### src/rtl/c_x_pkg.sv
// c_x_pkg: shared types and constants for the C_X series-evaluation controller.
package c_x_pkg;

    // Controller states; all eight 3-bit encodings are in use.
    typedef enum logic [2:0] {
        IDLE     = 3'd0,
        WAIT_REL = 3'd1,
        LOAD     = 3'd2,
        SQUARE   = 3'd3,
        ROM_WAIT = 3'd4,
        MUL_X    = 3'd5,
        MUL_C    = 3'd6,
        DONE     = 3'd7
    } c_x_state_t;

    // bus1 feeds the x register: external operand or multiplier product.
    localparam logic BUS1_EXT  = 1'b1;
    localparam logic BUS1_PROD = 1'b0;

    // bus2 is multiplier operand A: x register or coefficient ROM.
    localparam logic BUS2_XREG = 1'b1;
    localparam logic BUS2_COEF = 1'b0;

    // bus3 is multiplier operand B: x register or term register.
    localparam logic BUS3_XREG = 1'b1;
    localparam logic BUS3_TREG = 1'b0;

    // Accumulator operation.
    localparam logic ADD = 1'b0;
    localparam logic SUB = 1'b1;

endpackage

### src/rtl/c_x_controller_if.sv
// c_x_controller_if: host handshake plus datapath control/status lines.
//
// Handshake: the host raises start (a level) while ready is high.
// The controller leaves IDLE, then waits for start to return to 0 before it
// loads operands. This means one start assertion produces exactly one run.
// start is ignored while the run is in progress. done pulses for one cycle
// when the result register holds the final value. ready is high only in IDLE.
interface c_x_controller_if;
    import c_x_pkg::*;

    // Host side
    logic start;
    logic ready;
    logic done;

    // Datapath status
    logic lt_comp;
    logic cnt_co;
    logic sub_flag;

    // Datapath controls
    logic x_ld;
    logic y_ld;
    logic r_ld;
    logic r_init;
    logic t_ld;
    logic t_init;
    logic cnt_en;
    logic cnt_init;
    logic add_sub_crl;
    logic bus1_sel;
    logic bus2_sel;
    logic bus3_sel;

    // Controller side
    modport master (
        input  start, lt_comp, cnt_co, sub_flag,
        output ready, done, x_ld, y_ld, r_ld, r_init, t_ld, t_init,
               cnt_en, cnt_init, add_sub_crl, bus1_sel, bus2_sel, bus3_sel
    );

    // Host/datapath side
    modport slave (
        output start, lt_comp, cnt_co, sub_flag,
        input  ready, done, x_ld, y_ld, r_ld, r_init, t_ld, t_init,
               cnt_en, cnt_init, add_sub_crl, bus1_sel, bus2_sel, bus3_sel
    );

endinterface

### src/rtl/c_x_wait_timer.sv
// c_x_wait_timer: 2-bit down-counter that spaces ROM accesses.
// Loading sets the count to ROM_LAT-1. zero_o then rises after ROM_LAT-1
// enabled cycles, so a state that leaves on zero_o lasts exactly ROM_LAT cycles.
module c_x_wait_timer
    import c_x_pkg::*;
#(
    parameter int unsigned ROM_LAT = 1
) (
    input  logic clk,
    input  logic rst,
    input  logic load_i,
    input  logic en_i,
    output logic zero_o
);

    localparam logic [1:0] LOAD_VAL = 2'(ROM_LAT - 1);

    logic [1:0] cnt_q;
    logic [1:0] cnt_d;

    // Next count: reload has priority, otherwise count down and hold at zero.
    always_comb begin
        cnt_d = cnt_q;
        if (load_i) begin
            cnt_d = LOAD_VAL;
        end else if (en_i && (cnt_q != 2'd0)) begin
            cnt_d = cnt_q - 2'd1;
        end
    end

    // Count register.
    always_ff @(posedge clk) begin
        if (rst) begin
            cnt_q <= 2'd0;
        end else begin
            cnt_q <= cnt_d;
        end
    end

    assign zero_o = (cnt_q == 2'd0);

endmodule

### src/rtl/c_x_controller.sv
// c_x_controller: Moore FSM sequencing the C_X series-evaluation datapath.
// Optional build macro C_X_EARLY_TERM_EN: when defined, lt_comp high in MUL_C
// ends the series after that term has been accumulated. When undefined,
// all 16 terms always run.
module c_x_controller
    import c_x_pkg::*;
#(
    parameter bit          SQUARE_X = 1'b1,
    parameter int unsigned ROM_LAT  = 1
) (
    input  logic             clk,
    input  logic             rst,
    c_x_controller_if.master bus,
    output c_x_state_t       dbg_state_o
);

    c_x_state_t state_q;
    c_x_state_t state_d;
    logic       wait_zero;
    logic       term_stop;

    // The timer reloads in every state other than ROM_WAIT.
    // This means every entry into ROM_WAIT starts from a full count.
    c_x_wait_timer #(
        .ROM_LAT (ROM_LAT)
    ) u_wait_timer (
        .clk    (clk),
        .rst    (rst),
        .load_i (state_q != ROM_WAIT),
        .en_i   (state_q == ROM_WAIT),
        .zero_o (wait_zero)
    );

`ifdef C_X_EARLY_TERM_EN
    assign term_stop = bus.cnt_co | bus.lt_comp;
`else
    logic unused_lt_comp;
    assign unused_lt_comp = bus.lt_comp;
    assign term_stop      = bus.cnt_co;
`endif

    // State register.
    always_ff @(posedge clk) begin
        if (rst) begin
            state_q <= IDLE;
        end else begin
            state_q <= state_d;
        end
    end

    // Next-state logic.
    always_comb begin
        state_d = IDLE;
        case (state_q)
            IDLE:     state_d = bus.start ? WAIT_REL : IDLE;
            WAIT_REL: state_d = bus.start ? WAIT_REL : LOAD;
            LOAD:     state_d = SQUARE_X ? SQUARE : ROM_WAIT;
            SQUARE:   state_d = ROM_WAIT;
            ROM_WAIT: state_d = wait_zero ? MUL_X : ROM_WAIT;
            MUL_X:    state_d = MUL_C;
            MUL_C:    state_d = term_stop ? DONE : ROM_WAIT;
            DONE:     state_d = IDLE;
            default:  state_d = IDLE;
        endcase
    end

    // Output decode from the current state (add_sub_crl follows sub_flag in MUL_C).
    always_comb begin
        bus.ready       = 1'b0;
        bus.done        = 1'b0;
        bus.x_ld        = 1'b0;
        bus.y_ld        = 1'b0;
        bus.r_ld        = 1'b0;
        bus.r_init      = 1'b0;
        bus.t_ld        = 1'b0;
        bus.t_init      = 1'b0;
        bus.cnt_en      = 1'b0;
        bus.cnt_init    = 1'b0;
        bus.add_sub_crl = ADD;
        bus.bus1_sel    = BUS1_PROD;
        bus.bus2_sel    = BUS2_COEF;
        bus.bus3_sel    = BUS3_TREG;
        case (state_q)
            IDLE: begin
                bus.ready = 1'b1;
            end
            LOAD: begin
                bus.bus1_sel = BUS1_EXT;
                bus.x_ld     = 1'b1;
                bus.y_ld     = 1'b1;
                bus.r_init   = 1'b1;
                bus.t_init   = 1'b1;
                bus.cnt_init = 1'b1;
            end
            SQUARE: begin
                bus.bus1_sel = BUS1_PROD;
                bus.bus2_sel = BUS2_XREG;
                bus.bus3_sel = BUS3_XREG;
                bus.x_ld     = 1'b1;
            end
            MUL_X: begin
                bus.bus2_sel = BUS2_XREG;
                bus.bus3_sel = BUS3_TREG;
                bus.t_ld     = 1'b1;
            end
            MUL_C: begin
                bus.bus2_sel    = BUS2_COEF;
                bus.bus3_sel    = BUS3_TREG;
                bus.t_ld        = 1'b1;
                bus.r_ld        = 1'b1;
                bus.add_sub_crl = bus.sub_flag ? SUB : ADD;
                bus.cnt_en      = 1'b1;
            end
            DONE: begin
                bus.done = 1'b1;
            end
            default: begin
            end
        endcase
    end

    assign dbg_state_o = state_q;

endmodule

### src/flat_wrapper.sv
// flat-port wrapper written by rule: the top's interface ports become plain ports
module c_x_controller_flat import c_x_pkg::*;
#(
    parameter bit          SQUARE_X = 1'b1,
    parameter int unsigned ROM_LAT  = 1
)
  (clk, rst, dbg_state_o, bus_start, bus_lt_comp, bus_cnt_co, bus_sub_flag, bus_ready, bus_done, bus_x_ld, bus_y_ld, bus_r_ld, bus_r_init, bus_t_ld, bus_t_init, bus_cnt_en, bus_cnt_init, bus_add_sub_crl, bus_bus1_sel, bus_bus2_sel, bus_bus3_sel);
  c_x_controller_if bus_i ();
  input  logic clk;
  input  logic rst;
  output c_x_state_t dbg_state_o;
  input wire logic [$bits(bus_i.start)-1:0] bus_start;
  input wire logic [$bits(bus_i.lt_comp)-1:0] bus_lt_comp;
  input wire logic [$bits(bus_i.cnt_co)-1:0] bus_cnt_co;
  input wire logic [$bits(bus_i.sub_flag)-1:0] bus_sub_flag;
  output wire logic [$bits(bus_i.ready)-1:0] bus_ready;
  output wire logic [$bits(bus_i.done)-1:0] bus_done;
  output wire logic [$bits(bus_i.x_ld)-1:0] bus_x_ld;
  output wire logic [$bits(bus_i.y_ld)-1:0] bus_y_ld;
  output wire logic [$bits(bus_i.r_ld)-1:0] bus_r_ld;
  output wire logic [$bits(bus_i.r_init)-1:0] bus_r_init;
  output wire logic [$bits(bus_i.t_ld)-1:0] bus_t_ld;
  output wire logic [$bits(bus_i.t_init)-1:0] bus_t_init;
  output wire logic [$bits(bus_i.cnt_en)-1:0] bus_cnt_en;
  output wire logic [$bits(bus_i.cnt_init)-1:0] bus_cnt_init;
  output wire logic [$bits(bus_i.add_sub_crl)-1:0] bus_add_sub_crl;
  output wire logic [$bits(bus_i.bus1_sel)-1:0] bus_bus1_sel;
  output wire logic [$bits(bus_i.bus2_sel)-1:0] bus_bus2_sel;
  output wire logic [$bits(bus_i.bus3_sel)-1:0] bus_bus3_sel;
  assign bus_i.start = bus_start;
  assign bus_i.lt_comp = bus_lt_comp;
  assign bus_i.cnt_co = bus_cnt_co;
  assign bus_i.sub_flag = bus_sub_flag;
  assign bus_ready = bus_i.ready;
  assign bus_done = bus_i.done;
  assign bus_x_ld = bus_i.x_ld;
  assign bus_y_ld = bus_i.y_ld;
  assign bus_r_ld = bus_i.r_ld;
  assign bus_r_init = bus_i.r_init;
  assign bus_t_ld = bus_i.t_ld;
  assign bus_t_init = bus_i.t_init;
  assign bus_cnt_en = bus_i.cnt_en;
  assign bus_cnt_init = bus_i.cnt_init;
  assign bus_add_sub_crl = bus_i.add_sub_crl;
  assign bus_bus1_sel = bus_i.bus1_sel;
  assign bus_bus2_sel = bus_i.bus2_sel;
  assign bus_bus3_sel = bus_i.bus3_sel;
  c_x_controller #(.SQUARE_X(SQUARE_X), .ROM_LAT(ROM_LAT)) u_core (.clk(clk), .rst(rst), .bus(bus_i), .dbg_state_o(dbg_state_o));
endmodule
### config.mk
export PLATFORM = sky130hd
export DESIGN_NAME = c_x_controller_flat
export DESIGN_NICKNAME = d
export VERILOG_FILES = /design/src/rtl/c_x_pkg.sv /design/src/rtl/c_x_controller_if.sv /design/src/rtl/c_x_wait_timer.sv /design/src/rtl/c_x_controller.sv /design/src/flat_wrapper.sv
export SDC_FILE = /design/constraint.sdc
export NUM_CORES = 1
export LEC_CHECK = 0
export ABC_AREA = 1
export CAP_MARGIN = 20
export CORE_AREA = 2 2 39 41
export CTS_BUF_LIST = sky130_fd_sc_hd__clkbuf_2
export DETAILED_ROUTE_END_ITERATION = 7
export DIE_AREA = 0 0 41 43
export PLACE_DENSITY = 0.58
export SLEW_MARGIN = 10
export SYNTH_ARGS = -nofsm -noshare
export SYNTH_HDL_FRONTEND = slang
export SYNTH_SLANG_ARGS = --single-unit
### constraint.sdc
create_clock -name clk -period 2.3 [get_ports clk]
set_clock_uncertainty 0.1 [all_clocks]
set_input_delay 0.46 -clock clk [delete_from_list [all_inputs] [get_ports clk]]
set_output_delay 0.46 -clock clk [all_outputs]
set_load 0.005 [all_outputs]
Yosys cells after proc, flatten, opt, wreduce, memory -nomap -nowiden
Index checks and enable logic that the tools add are counted.

word-level totals
  register bits = 5
  input bits = 6
  output and inout port bits = 17

operators by class
  add/sub/neg operators = 1
  eq/ne operators = 8
  mux-type cells = 15
  reductions and logical operators = 8

operators by type and width
  cell                                                  count
  one-hot mux 3 bit (8 select lines)                    1
  equality test 3 bit (second input constant)           4
  two-way mux 1 bit                                     12
  OR reduction 2 bit                                    4
  equality test 3 x 2 -> 1 bit (second input constant)  2
  two-way mux 2 bit                                     2
  equality test 3 x 1 -> 1 bit (second input constant)  1
  zero test 3 bit                                       1
  inequality test 3 bit (second input constant)         1
  zero test 2 bit                                       1
  nonzero test 2 bit                                    1
  subtractor 2 x 1 -> 2 bit (second input constant)     1
  logical AND 1 bit                                     1

Depth between registers and ports, before layout
  depth after elaboration = 3
  mapped depth = 6

Hierarchy
Synthesis repeated with hierarchy kept, for this count alone.

unflattened totals
  cells, all modules = 61
  area, all modules = 360.3 sq um

by module, submodules not included
  module          instances  cells an instance  area each (sq um)  sequential area each (sq um)
  c_x_controller  1          46                 255.2              60.1
  c_x_wait_timer  1          15                 105.1              40.0

Worst setup path after synthesis
Ideal clock, no wire load.

  path type = register to output
  from = reg u_core.state_q[2], in the netlist u_core.dbg_state_o[2]
  to = out bus_cnt_init
  arrival time = 1.084 ns
  setup slack = 0.656 ns
  stages on the path, launching flop included = 4
  path through = dfxtp_1 buf_2 nor3_1 buf_4

on the way
  cells in the longest elaborated chain, start to end = 2

RTL lines
  what                          RTL line              source
  start, declared               c_x_controller.sv:17  c_x_state_t state_q;
  start signal, assigned        c_x_controller.sv:47  state_q <= state_d;
  equality test 3 x 2 -> 1 bit  --
  two-way mux 1 bit             --
  end, declared                 flat_wrapper.sv:25    output wire logic [$bits(bus_i.cnt_init)-1:0] bus_cnt_init;

Every way passes these cells.

Worst setup path in the final report
  from = reg u_core.state_q[0], in the netlist u_core.dbg_state_o[0]
  to = out bus_bus2_sel

on the way
  cells in the longest elaborated chain, start to end = 3

RTL lines
  what                                                                 RTL line              source
  equality test 3 bit or equality test 3 x 2 -> 1 bit (tied branches)  c_x_controller.sv:83  case (state_q)
  OR reduction 2 bit (no source line) (*)                              --
  two-way mux 1 bit (*)                                                c_x_controller.sv:83
  end, declared                                                        flat_wrapper.sv:28    output wire logic [$bits(bus_i.bus2_sel)-1:0] bus_bus2_sel;

Mark *: on every way between the ends. The rest lies on a longest branch, timed or not.

==> run metrics <==
status completed; hold depth 2; vias per inst 4.17; TritonRoute pass-1 iters 1; worst vdd ir ~0.00021 V; CTS Root Cell clkbuf_2; Post-Synth Adder-Cell Area under 10%; layout cell share with drive strength beyond 1 11.7%; Mapped Area 338 um2; DRC Markers 0; post-synthesis sequential area ratio 29.6%; post-route ant nets 0; number of H-tree levels 1; setup bufs post-CTS 0; critical path arrival 1.58 ns; FF+latch area ~100 um2; die area 0.00176 mm2; largest family of logic cells by synthesized area simple AND/OR/NAND/NOR gates; Num CTS Buffers 3; Final Max Slew Viols 0; chip height between 40 and 50 um; initial DRC count 0; Ant. Diodes 0; Yosys top cell by area dfxtp_1; post-synthesis xor/xnor area fraction 0%; initial antenna violation count 0; Fin Setup TNS 0 ns; Core Box Area 0.00138 mm2; post-layout min period roughly 2.1 ns; area occupied by multi-input gates 163 um2; Synth-to-Final Area Change 67.4%; Synth top area share slightly below 30%; syn_area_per_cell 6.03 um2; Chip Width about 41 um; nets@finish 85; All-Layer GR Usage just over 10%; Initial Utilization 24.4%; Peak Freq 468 MHz; Syn Nets 63; Worst Path Max Fanout 8; Congestion Overflow GR 0; dpl hpwl approximately 640 um; Post-Synth Simple-Gate Area 34.1%; relative slew slack between 80 and 90%; hold_sp u_core.u_wait_timer.cnt_q[0]; CP required 1.74 ns; Yosys warning count 0; first-pass GRT wire length 1200 um; Placement Setup Slack 0.201 ns; most common cell after layout, fill and taps aside clkdlybuf4s50_1; max-cap viol count 0; R2R Path End u_core.u_wait_timer.cnt_q[1]; # IOs 23; Post-Route WL 781 um; hold crit path type reg2reg; pwr dens 515 mW/mm2; Pleak 0.257 nW; Tightest Pin Transition 0.292 ns; RSZ-0062 raised after global routing false; routed wire length per instance 8.40 um; compound-gate portion of the synthesized area 8.89%; routed vias 388; Reg2Reg Depth 6; # setup viols final 0; r2r startpoint u_core.u_wait_timer.cnt_q[0]; CP cell instances inv_1 > nor2_1 > nand2_1 > o21ai_0 > clkdlybuf4s50_1; worst reg2reg setup slack about 1.2 ns; synth top area cells dfxtp_1 30%, nand2_1 17%, buf_4 11%; clock buffer depth 2; post-synthesis cell count 56; I/O Buffers 21; clk_lat worst skew 0.22 ns; Reg clk slew, reported paths 0.06 ns; crit end category output port; Tcrit/Tclk final 92.8%; Final Hold Fails 0; final setup margin roughly 0.16 ns; mux share of post-synthesis cell area 0%; CTS tree done; fillcell total 149; Crit path largest cell delay ~0.53 ns; vias in the first global route 329; Distinct cells, synth 14; WS Path Type reg2out; synthesis-stage register bit count 5; crit path max-delay cell type clkdlybuf4s50_1; Critical Path Source Type register; Min-Delay Endpoint u_core.u_wait_timer.cnt_q[0]; GP Congestion approximately 0.77; Rows 14; CTS sink cnt 5; commonest cells after routing, fill and taps aside 21 x clkdlybuf4s50_1, 15 x nand2_1, 9 x inv_1; largest net degree at the start of global routing 9
==> layout make-up <==
cell class / count / area share [%]
clock buffers: 4 / 3.54
flip-flops and latches: 5 / 17.7
inverters: 10 / 6.64
repair buffers: 23 / 39.8
multi-input cells: 35 / 28.8
well taps: 16 / 3.54
==> logic make-up (layout without fill, tap and decap cells) <==
logic type      count (synthesis)  after routing
fa+ha+maj                       1              1
compound gates                  6              6
simple gates                   28             28
buf+inv                        16             37
flops                           5              5
==> power by group <==
part	internal [mW]	switching [mW]
clock network	0.0460	0.0369
registers	0.0934	0.0111
logic	0.0631	0.0405
==> flip-flops by register name, summed over array words and instances (netlist names) <==
signal / count
u_core.dbg_state_o: 3
u_core.u_wait_timer.cnt_q: 2
==> timing repair <==
action | CTS | global route
hold buffers | 0 | 0
endpoints found under the setup margin | 0 | 1
gates resized for setup | 0 | 1
==> critical path: cells and delay by family (launching register included) <==
family,cells,cell delay [ns]
buf+inv,2,0.60
flops,1,0.49
simple gates,2,0.20
compound gates,1,0.08
==> per-layer routing <==
| metal | part of all wire (%) | track usage, % | wire length (um) | up-vias |
|---|---|---|---|---|
| met4 | 0 | 10.0 | 0 | 0 |
| li1 | - | - | - | 207 |
| met2 | 49 | 16.3 | 381 | 17 |
| met5 | 0 | 0 | 0 | - |
| met1 | 41 | 10.0 | 317 | 164 |
| met3 | 10 | 1.57 | 82 | 0 |
==> cell usage after synthesis <==
master   count
nand3_1      1
ha_1         1
buf_2        1
a21oi_1      4
nor2_1       7
inv_1        9
nor2_2       1
inv_2        1
nor3_1       3
buf_4        5
nand4_1      1
o21ai_0      2
dfxtp_1      5
nand2_1     15
==> how the worst max path moves through the flow <==
stage,startpoint,to,cells after the start
after floorplan,u_core.dbg_state_o[2],bus_cnt_init,3
after global placement,bus_sub_flag,bus_add_sub_crl,4
after detailed placement,bus_sub_flag,bus_add_sub_crl,4
after CTS,u_core.dbg_state_o[0],bus_bus1_sel,2
after global routing,u_core.dbg_state_o[0],bus_bus2_sel,5
final,u_core.dbg_state_o[0],bus_bus2_sel,5
==> per-stage QoR <==
| stage | instances | power (mW) | area [um2] | utilization, % | hold WS [ns] |
|---|---|---|---|---|---|
| 2_1_floorplan | 56 | 0.153 | 338 | - | 0.330 |
| 4_1_cts | 93 | 0.299 | 561 | 40.5 | 0.356 |
| 6_report | 93 | 0.291 | 566 | 40.9 | 0.353 |
| 3_5_place_dp | 89 | 0.211 | 541 | 39.1 | 0.347 |
| 5_1_grt | 93 | 0.314 | 566 | 40.9 | 0.379 |
| 3_3_place_gp | 89 | 0.211 | 541 | 39.1 | 0.342 |
(Power assumes the default switching activity.)
